**src/rtl/mem_access_unit.sv**
```systemverilog
// MEM-stage load/store initiator: runs each access as a byte-serial req/ack
// sequence on a byte-wide data port and returns the extended load result.
module mem_access_unit #(
  parameter int TIMEOUT = 16,
  parameter int ADDR_W  = 64
) (
  input  logic              clk,
  input  logic              reset_n,
  input  logic              MemRead,
  input  logic              MemWrite,
  input  logic [2:0]        funct3,
  input  logic [ADDR_W-1:0] Mem_Addr,
  input  logic [63:0]       Write_Data,
  output logic [63:0]       Read_Data,
  output logic              stall,
  output logic              fault,
  output logic              mem_req,
  output logic              mem_we,
  output logic [ADDR_W-1:0] mem_addr,
  output logic [7:0]        mem_wdata,
  input  logic [7:0]        mem_rdata,
  input  logic              mem_ack
);

  typedef enum logic [1:0] {S_IDLE, S_XFER, S_DONE} state_t;

  state_t            r_state, w_next;
  logic [ADDR_W-1:0] r_base;
  logic [63:0]       r_wdata;
  logic [63:0]       r_buf;
  logic [63:0]       r_rdata;
  logic [2:0]        r_f3;
  logic              r_is_load;
  logic [2:0]        r_idx;
  logic [7:0]        r_wait;
  logic              r_fault;

  logic              w_req;
  logic              w_illegal;
  logic              w_hs;
  logic              w_last;
  logic              w_timeout;
  logic [63:0]       w_buf_merge;

  function automatic logic [2:0] last_idx(input logic [2:0] f3);
    case (f3[1:0])
      2'd0:    last_idx = 3'd0;
      2'd1:    last_idx = 3'd1;
      2'd2:    last_idx = 3'd3;
      default: last_idx = 3'd7;
    endcase
  endfunction

  function automatic logic [63:0] extend(input logic [63:0] b, input logic [2:0] f3);
    logic s;
    s = ~f3[2];
    case (f3[1:0])
      2'd0:    extend = {{56{s & b[7]}},  b[7:0]};
      2'd1:    extend = {{48{s & b[15]}}, b[15:0]};
      2'd2:    extend = {{32{s & b[31]}}, b[31:0]};
      default: extend = b;
    endcase
  endfunction

  assign w_req     = MemRead | MemWrite;
  assign w_illegal = MemRead ? (funct3 == 3'b111) : funct3[2];
  assign w_hs      = (r_state == S_XFER) & mem_ack;
  assign w_last    = (r_idx == last_idx(r_f3));
  assign w_timeout = (r_state == S_XFER) & ~mem_ack & (r_wait == 8'(TIMEOUT - 1));

  always_comb begin
    w_buf_merge = r_buf;
    w_buf_merge[{r_idx, 3'b000} +: 8] = mem_rdata;
  end

  always_ff @(posedge clk or negedge reset_n) begin
    if (!reset_n) r_state <= S_IDLE;
    else          r_state <= w_next;
  end

  always_comb begin
    w_next = r_state;
    case (r_state)
      S_IDLE: if (w_req) w_next = w_illegal ? S_DONE : S_XFER;
      S_XFER: if ((w_hs & w_last) | w_timeout) w_next = S_DONE;
      default: w_next = S_IDLE;
    endcase
  end

  // Stall in IDLE is gated by reset so the pipeline is released the moment reset asserts.
  always_comb begin
    stall     = 1'b0;
    mem_req   = 1'b0;
    mem_we    = 1'b0;
    mem_addr  = '0;
    mem_wdata = '0;
    case (r_state)
      S_IDLE: stall = w_req & reset_n;
      S_XFER: begin
        stall     = 1'b1;
        mem_req   = 1'b1;
        mem_we    = ~r_is_load;
        mem_addr  = r_base + ADDR_W'(r_idx);
        mem_wdata = r_wdata[{r_idx, 3'b000} +: 8];
      end
      default: ;
    endcase
  end

  always_ff @(posedge clk or negedge reset_n) begin
    if (!reset_n) begin
      r_idx   <= '0;
      r_wait  <= '0;
      r_fault <= 1'b0;
      r_rdata <= '0;
    end else begin
      r_fault <= ((r_state == S_IDLE) & w_req & w_illegal) | w_timeout;
      if (r_state == S_IDLE) begin
        r_idx  <= '0;
        r_wait <= '0;
        if (w_req & w_illegal & MemRead) r_rdata <= '0;
      end else if (r_state == S_XFER) begin
        if (w_hs) begin
          r_wait <= '0;
          if (w_last) begin
            if (r_is_load) r_rdata <= extend(w_buf_merge, r_f3);
          end else begin
            r_idx <= r_idx + 3'd1;
          end
        end else if (w_timeout) begin
          r_wait <= '0;
          if (r_is_load) r_rdata <= '0;
        end else begin
          r_wait <= r_wait + 8'd1;
        end
      end
    end
  end

  // Request capture and load assembly buffer carry no reset; they are only read in XFER.
  always_ff @(posedge clk) begin
    if ((r_state == S_IDLE) & w_req) begin
      r_base    <= Mem_Addr;
      r_wdata   <= Write_Data;
      r_f3      <= funct3;
      r_is_load <= MemRead;
    end
    if (w_hs) r_buf <= w_buf_merge;
  end

  assign Read_Data = r_rdata;
  assign fault     = r_fault;

endmodule

```
**config.mk**
```make
export PLATFORM = sky130hd
export DESIGN_NAME = mem_access_unit
export DESIGN_NICKNAME = d
export VERILOG_FILES = /design/src/rtl/mem_access_unit.sv
export SDC_FILE = /design/constraint.sdc
export NUM_CORES = 1
export LEC_CHECK = 0
export ABC_AREA = 0
export BUFFER_PORTS_ARGS = -buffer_cell sky130_fd_sc_hd__buf_4
export CAP_MARGIN = 10
export CORE_MARGIN = 4
export CORE_UTILIZATION = 55
export DETAILED_ROUTE_END_ITERATION = 16
export PLACE_DENSITY = 0.88
export SETUP_SLACK_MARGIN = 0.05
export SLEW_MARGIN = 20
export SYNTH_ARGS = -nofsm -noshare
export SYNTH_HDL_FRONTEND = slang
export SYNTH_SLANG_ARGS = --single-unit
```
**constraint.sdc**
```tcl
create_clock -name clk -period 6.63 [get_ports clk]
set_clock_uncertainty 0.15 [all_clocks]
set_input_delay 1.989 -clock clk [delete_from_list [all_inputs] [get_ports clk]]
set_output_delay 1.989 -clock clk [all_outputs]
set_load 0.1 [all_outputs]
```
Word level (Yosys, flattened, before mapping) --
Index checks and enable logic that the tools add are counted. W data, S select, Z words.
Word-level totals: register bits 274, bits in latches 0, RAM bits 0, memory bits (read-only) 0, bits of input ports 144, output and inout port bits 140, memories 0
Cells by class: add/subtract/negate cells 4, $mul 0, div/mod/pow operators 0, magnitude comparators 0, eq/ne operators 11, shift operators 3, muxes and demuxes 29, bitwise logic cells 18, reduce and logical (&&, ||, !) cells 9
Operators with widths (count):
- $mux W64 | 9
- $pmux W64 S3 | 1
- $add A64 B3 Y64 | 1
- $bwmux W64 | 1
- $shift A8 B8 Y64 const A | 1
- $shiftx A64 B7 Y8 | 1
- $shiftx A8 B8 Y64 | 1
- $mux W8 | 5
- $and A1 B1 Y1 | 12
- $mux W3 | 4
- $pmux W3 S3 | 1
- $add A8 B1 Y8 const B | 1
- $eq A8 B4 Y1 const B | 1
- $neg A6 Y8 | 1
- $mux W2 | 3
- $ne A2 B1 Y1 const B | 3
- $reduce_bool A2 Y1 | 3
- $reduce_and A5 Y1 | 1
- $eq A2 B1 Y1 const B | 2
- $logic_not A2 Y1 | 2
- $pmux W2 S2 | 1
- $add A3 B1 Y3 const B | 1
- $eq A3 B3 Y1 | 1
- $eq A3 B3 Y1 const B | 1
- 10 further kinds | 16

Logic depth before layout (Yosys ltp) --
Gate-level depths: netlist of the first run.
depth in word-level cells 10, mapped depth 14, depth with buffers taken out 8

Worst setup path before layout of the first run --
Ideal clock, no wire load.
kind flip-flop to output port, from register r_idx[0], to output port mem_addr[56], data arrival time 4.506 ns, slack -0.015 ns, stages on the path, launching flop included 7, path buffers 0, cell sequence dfrtp_1 > ha_1 > fa_1 > a21o_1 > and2_1 > nand3_1 > o41ai_1
On the way: longest elaborated chain between the ends 2
Ends and longest elaborated chain:
- start, declared | line 34 | logic [2:0] r_idx;
- start signal, assigned | line 128 | r_idx <= r_idx + 3'd1;
- $add A64 B3 Y64 | line 103 | mem_addr = r_base + ADDR_W'(r_idx);
- $mux W64 | line 97 | case (r_state)
- end, declared | line 19 | output logic [ADDR_W-1:0] mem_addr,
Every way passes these cells.

Worst setup path after layout of the first run --
from register r_idx[2], to output port mem_addr[47]
Same word-level chain as after synthesis.

==> results of run 1 <==
per-layer routing:
layer / part of all wire (%) / global-route usage, % / up-vias
li1: - / - / 4541
met1: 39 / 36.3 / 4927
met2: 48 / 42.6 / 562
met3: 8.1 / 4.90 / 96
met4: 4.5 / 10.1 / 0
met5: 0 / 0 / -
kinds of logic (layout without fill, tap and decap cells):
| kind of cell | after synthesis | count (layout) | synth area share [%] |
|---|---|---|---|
| AOI/OAI and AO/OA | 214 | 214 | 11.5 |
| and+or+nand+nor | 354 | 354 | 15.2 |
| muxes | 68 | 68 | 7.24 |
| other | 0 | 2 | 0 |
| adders and majority gates | 12 | 12 | 1.21 |
| buffers and inverters | 91 | 379 | 2.80 |
| DFF | 274 | 274 | 60.3 |
| xor gates and xnor gates | 25 | 25 | 1.69 |
stage by stage:
stage	power, uW	hold slack, ns
after global placement	7470	0.339
after floorplan	6490	0.314
final	9240	0.353
after global routing	9580	0.371
after detailed placement	7560	0.343
after CTS	9250	0.361
area by class of cell:
type,instances,area [um2]
inverter,29,114
fill,1487,6490
multi-input combinational,673,4840
sequential,274,7840
tap,313,392
clock inverter,16,208
clock buffer,36,792
timing repair buffer,298,2240
antenna,2,5.00
path summary, 6_finish.rpt:
kind	endpoint	slack, ns	cells after the start
worst max-delay path	mem_addr[47]	0.77	9
worst max register to register	Read_Data[59]	1.77	10
min in group asynchronous	Read_Data[13]	1.22	1
worst min-delay path	Read_Data[21]	0.35	1
worst min register to register	Read_Data[21]	0.35	1
max in group asynchronous	Read_Data[36]	4.14	2
state kept, by name (all words and copies together), names as in the netlist:
signal	cells
r_idx	3
r_base	64
r_f3	3
r_wdata	64
Read_Data	64
r_state	2
fault	1
r_buf	64
r_is_load	1
r_wait	8
power by group through the flow:
| stage | Combinational (uW) | Clock [uW] | Sequential (uW) |
|---|---|---|---|
| final | 4780 | 1670 | 2790 |
| after floorplan | 2650 | 0 | 3840 |
| after global routing | 4980 | 1770 | 2840 |
| after global placement | 4690 | 0 | 2780 |
| after detailed placement | 4760 | 0 | 2810 |
| after CTS | 4780 | 1690 | 2780 |
cell usage after synthesis, types with 2 or more instances:
cell type  number  share of area (%)
a22o_1         64                4.3
xnor2_1        16                1.1
o21ai_0        41                1.6
o311a_1         2               0.15
and3_1         13               0.63
or2_2           3               0.14
nand4_1        27                1.3
and4_1          6               0.40
nand2b_1       27                1.3
buf_1           6               0.17
nand4b_1        8               0.54
a31oi_1         2              0.096
ha_1           11                1.1
o31ai_1        25                1.4
nor4_1          6               0.29
nor4b_1         3               0.20
o21a_1          7               0.40
mux2i_1         4               0.31
mux4_2         16                2.8
mux2_2         48                4.2
clkbuf_1       43                1.2
dfrtp_1        78                 15
or3_1          10               0.48
nor3_1         13               0.50
nand3_1        46                1.8
buf_2          12               0.46
and3b_1         2               0.13
a31o_2          3               0.20
nor2_1         46                1.3
o211ai_1       11               0.64
inv_1          28               0.81
edfxtp_1      196                 45
and2_1          4               0.19
xor2_1          9               0.61
nand2_1        86                2.5
a21o_1          4               0.23
nor4bb_1       15                1.2
a211oi_1        2               0.12
nor3b_2         2               0.19
or4_1          29                1.7
a21oi_1        46                1.8
o311ai_0        2               0.13
worst max-delay path, delay by kind of cell, from the launching register on:
family / cells / cell delay, ns
and+or+nand+nor: 3 / 1.34
buffers and inverters: 3 / 0.69
adders and majority gates: 1 / 0.38
DFF: 1 / 0.37
AOI/OAI and AO/OA: 2 / 0.37
==> results.json, run 1 <==
{
  "tns_ns": 0,
  "dr.pass1.iters": 5,
  "clock_latency_ns": 0.55,
  "yosysWarningCount": 0,
  "place_ws_ns": 1.43,
  "num_rows": 55,
  "cts_tree": "yes",
  "ios": 284,
  "vias": 10126,
  "cp_slowest_cell": "or4_1",
  "fin_cells": 1641,
  "synthFlopType": "edfxtp_1",
  "crit_chain": "buf_4 -> ha_1 -> o21ai_0 -> nor2_1 -> buf_4 -> nand4_1 -> or4_1 -> a21oi_1 -> buf_4",
  "worstPathArrival_ns": 3.72,
  "hold_buffers": 0,
  "finalSetupViolCount": 0,
  "drive_gt1_share_pct": 32.5,
  "cts_sinks": 274,
  "worstMarginPinSlew_ns": 1.00,
  "reg2reg_from": "r_idx[0]",
  "area_growth_pct": 26.4,
  "syn_nets": 1194,
  "seq_power_share_pct": 30.2,
  "p_sw_uw": 4670,
  "synth_area_um2": 13000,
  "final_cell_mix": "buf_4, edfxtp_1, nand2_1, dfrtp_1, a22o_1",
  "grt_pass1_wl_um": 55600,
  "ys_ff_latch": 274,
  "globalplace.congestion": 0.925,
  "pwr-share-comb_pct": 51.7,
  "drc": 0,
  "drtIter0Drc": 1194,
  "dieArea_um2": 26100,
  "die_w_um": 162,
  "grt_start_max_net_pins": 87,
  "period_needed_ns": 5.86,
  "worstSetupStartpointType": "flip-flop",
  "synth.distinct_cells": 58,
  "critPathMaxFanout": 21,
  "power_density_nw_per_um2": 563,
  "clkTransAtPathRegs_ns": 0.06,
  "grt_antenna_before_repair": 2,
  "layout_commonest_cell": "buf_4",
  "coreArea_um2": 22900,
  "antenna_left": 0,
  "grt_pass1_vias": 9950,
  "worstPathRequired_ns": 4.49,
  "rsz0062_at_grt": "false",
  "design_area_um2": 16400,
  "worst_slack_ns": 0.768,
  "hold_class": "reg -> reg",
  "dpl_cell_area_um2": 15400,
  "max_cap_violations": 0,
  "syn_inst": 1038,
  "postCtsResizedCells": 0,
  "post-route-util_pct": 71.7,
  "fmax_mhz": 171,
  "crit_start": "r_idx[2]",
  "slew_headroom_pct": 32.3,
  "fin_nets": 1460,
  "avgViaCountPerCell": 6.17,
  "synth_edf_count": 196,
  "wirelength_um": 35500,
  "portBuffers": 283,
  "dp.cells": 1587,
  "path_class": "reg -> out",
  "hpwlAfterDp_um": 24500,
  "post_cts_buffers": 0,
  "ys_seq_area_share_pct": 60.3,
  "critPathMaxStageDelay_ns": 0.67,
  "p_leak_uw": 0.00660,
  "status": "finished clean",
  "hold_viol": 0,
  "fin_crit_sh_pct": 88.4,
  "crit_top_cell": "buf_4",
  "intPower_uw": 4580,
  "cts-htree-levels": 1,
  "netSwitchingFraction_pct": 50.5,
  "cts_buffer_depth": 3,
  "syn_avg_cell_area_um2": 12.5,
  "dieHeight_um": 162,
  "cts-root-buf": "clkbuf_16",
  "grt-ovfl-total": 0,
  "avgRoutedWirePerCell_um": 21.6,
  "start_util_pct": 56.7,
  "clockPowerShare_pct": 18.1,
  "cp-end-kind": "output pin",
  "synthArstFlopShare_pct": 28.5,
  "numCtsBuffers": 28,
  "grt_usage_pct": 26.4,
  "slew_viol_final": 0,
  "min-delay-start": "Read_Data[21]",
  "irDropWorstVdd_mv": 0.493
}
Power figures use the tool's default switching activity.
==> inputs of run 2 (changes only) <==
- CORE_ASPECT_RATIO: unset -> 1.2
- SLEW_MARGIN: 20 -> unset
==> run 2 against run 1 <==
  * Power is 0.76% lower
  * Combinational power hardly changed
  * Register-to-register slack got worse by 0.20 ns
  * Hold slack better by 0.0087 ns
  * Final area down 0.54%
  * Critical path depth decreased by 2
  * Non-clock buffer count shrank 2
  * Maximum frequency is 1.9% lower
  * Clock-buffer cell count decreased by 1
==> results.json, run 2 (synthesized netlist as in run 1, its figures left out) <==
{
  "worstSetupStartpointType": "flip-flop",
  "reg2reg_slack_ns": 1.57,
  "reg2reg_from": "r_idx[0]",
  "cp-end-kind": "output pin",
  "max_cap_violations": 0,
  "status": "finished clean",
  "coreArea_um2": 23200,
  "ff2ff_path_depth": 10,
  "pwr-share-comb_pct": 52.3,
  "top_usage_layer": "met2",
  "start_util_pct": 56.0,
  "grt_pass1_wl_um": 56100,
  "slew_viol_final": 0,
  "wirelength_um": 36400,
  "clkTransAtPathRegs_ns": 0.07,
  "critPathMaxStageDelay_ns": 0.70,
  "r2r-end": "Read_Data[42]",
  "use_met2_pct": 47.8,
  "grt_pass1_vias": 10374,
  "dieArea_um2": 26200,
  "hpwlAfterDp_um": 25400,
  "fmax_mhz": 167,
  "min_to": "Read_Data[40]",
  "post_cts_buffers": 0,
  "rsz0062_at_grt": "false",
  "dieHeight_um": 176,
  "num_rows": 61,
  "holdWs_ns": 0.362,
  "slew_headroom_pct": 27.2,
  "avgViaCountPerCell": 6.17,
  "finalSetupViolCount": 0,
  "cts-root-buf": "clkbuf_16",
  "die_w_um": 148,
  "hold_class": "reg -> reg",
  "clockPowerShare_pct": 17.3,
  "cts-htree-levels": 1,
  "clock_latency_ns": 0.54,
  "met3_usage_pct": 5.80,
  "critPathMaxFanout": 16,
  "vias": 10097,
  "worstPathRequired_ns": 4.49,
  "min-delay-start": "Read_Data[40]",
  "crit_chain": "ha_1 -> o21ai_0 -> nor2_1 -> nand4_1 -> or4_1 -> a21oi_1 -> buf_4",
  "grt_antenna_before_repair": 1,
  "layout_commonest_cell": "buf_4",
  "postCtsResizedCells": 0,
  "worstMarginPinSlew_ns": 1.08,
  "period_needed_ns": 5.98,
  "p_sw_uw": 4680,
  "intPower_uw": 4500,
  "cp_slowest_cell": "or4_1",
  "tns_ns": 0,
  "grt_start_max_net_pins": 85,
  "p_leak_uw": 0.00655,
  "cts_buffer_depth": 3,
  "dr.pass1.iters": 5,
  "globalplace.congestion": 0.946,
  "irDropWorstVdd_mv": 0.410,
  "netSwitchingFraction_pct": 51.0,
  "ios": 284,
  "drive_gt1_share_pct": 32.4,
  "grt-ovfl-total": 0,
  "avgRoutedWirePerCell_um": 22.3,
  "fin_nets": 1457,
  "numCtsBuffers": 27,
  "drtIter0Drc": 765,
  "antenna_left": 0,
  "power_density_nw_per_um2": 561,
  "use_met1_pct": 32.7,
  "drc": 0,
  "dp.cells": 1587,
  "hold_viol": 0,
  "area_growth_pct": 25.8,
  "fin_crit_sh_pct": 90.1,
  "final_cell_mix": "buf_4, edfxtp_1, nand2_1, dfrtp_1, a22o_1",
  "fin_cells": 1636,
  "antenna_cells": 0,
  "hold_buffers": 0,
  "portBuffers": 283,
  "cts_sinks": 274,
  "nFillCells": 1621,
  "grt_usage_pct": 27.1,
  "cts_tree": "yes",
  "path_class": "reg -> out",
  "worstPathArrival_ns": 3.84,
  "hold_depth": 1,
  "seq_power_share_pct": 30.4
}
run 2: cell types whose count changed in the layout (fill, tap and decap cells not counted), sizes merged:
cell,delta
clkinv,-3
diode,-2
inv,+3
buf,-2
clkbuf,-1
bufinv,-2
run 2: final cells by class:
class,instances,area (um2),area share [%]
Tap cell,315,394,2.41
Clock buffer,35,788,4.82
Clock inverter,14,141,0.865
Multi-Input combinational cell,673,4840,29.6
Sequential cell,274,7840,48.0
Timing Repair Buffer,296,2220,13.6
Inverter,29,111,0.682
run 2: per-layer routing:
metal | wire (um) | vias to the layer above
li1 | - | 4541
met1 | 13200 | 4967
met2 | 18900 | 489
met3 | 2940 | 98
met4 | 1390 | 2
met5 | 13 | -
run 2: worst max path at each step:
stage	startpoint	end	slack, ns	depth (start not counted)
2_1_floorplan	r_state[1]	mem_addr[27]	0.44	6
3_3_place_gp	r_idx[2]	mem_addr[39]	1.44	7
3_5_place_dp	r_base[2]	mem_addr[47]	1.28	7
4_1_cts	r_base[2]	mem_addr[47]	0.66	7
5_1_grt	r_base[2]	mem_addr[47]	0.48	7
6_report	r_base[2]	mem_addr[63]	0.65	7
run 2: stage by stage:
step                      setup slack (ns)  utilization [%]  total power (uW)  instance area (um2)
after floorplan                      0.444                -              6490                13000
after global placement                1.44             66.4              7500                15400
after detailed placement              1.28             66.4              7600                15400
after CTS                            0.665             70.4              9190                16300
after global routing                 0.483             70.4              9500                16300
final                                0.655             70.4              9170                16300
run 2: power by group through the flow:
| stage | sequential, uW | clock [uW] | combinational (uW) |
|---|---|---|---|
| after floorplan | 3840 | 0 | 2650 |
| after global placement | 2770 | 0 | 4730 |
| after detailed placement | 2800 | 0 | 4790 |
| after CTS | 2780 | 1600 | 4810 |
| after global routing | 2840 | 1670 | 4990 |
| final | 2790 | 1580 | 4800 |
run 2: worst max-delay path: cells and delay by family, from the launching register on:
| family | cells | cell delay (ns) |
|---|---|---|
| buffers and inverters | 1 | 0.31 |
| adders and majority gates | 1 | 0.35 |
| and+or+nand+nor | 3 | 1.89 |
| DFF | 1 | 0.37 |
| AOI/OAI and AO/OA | 2 | 0.36 |
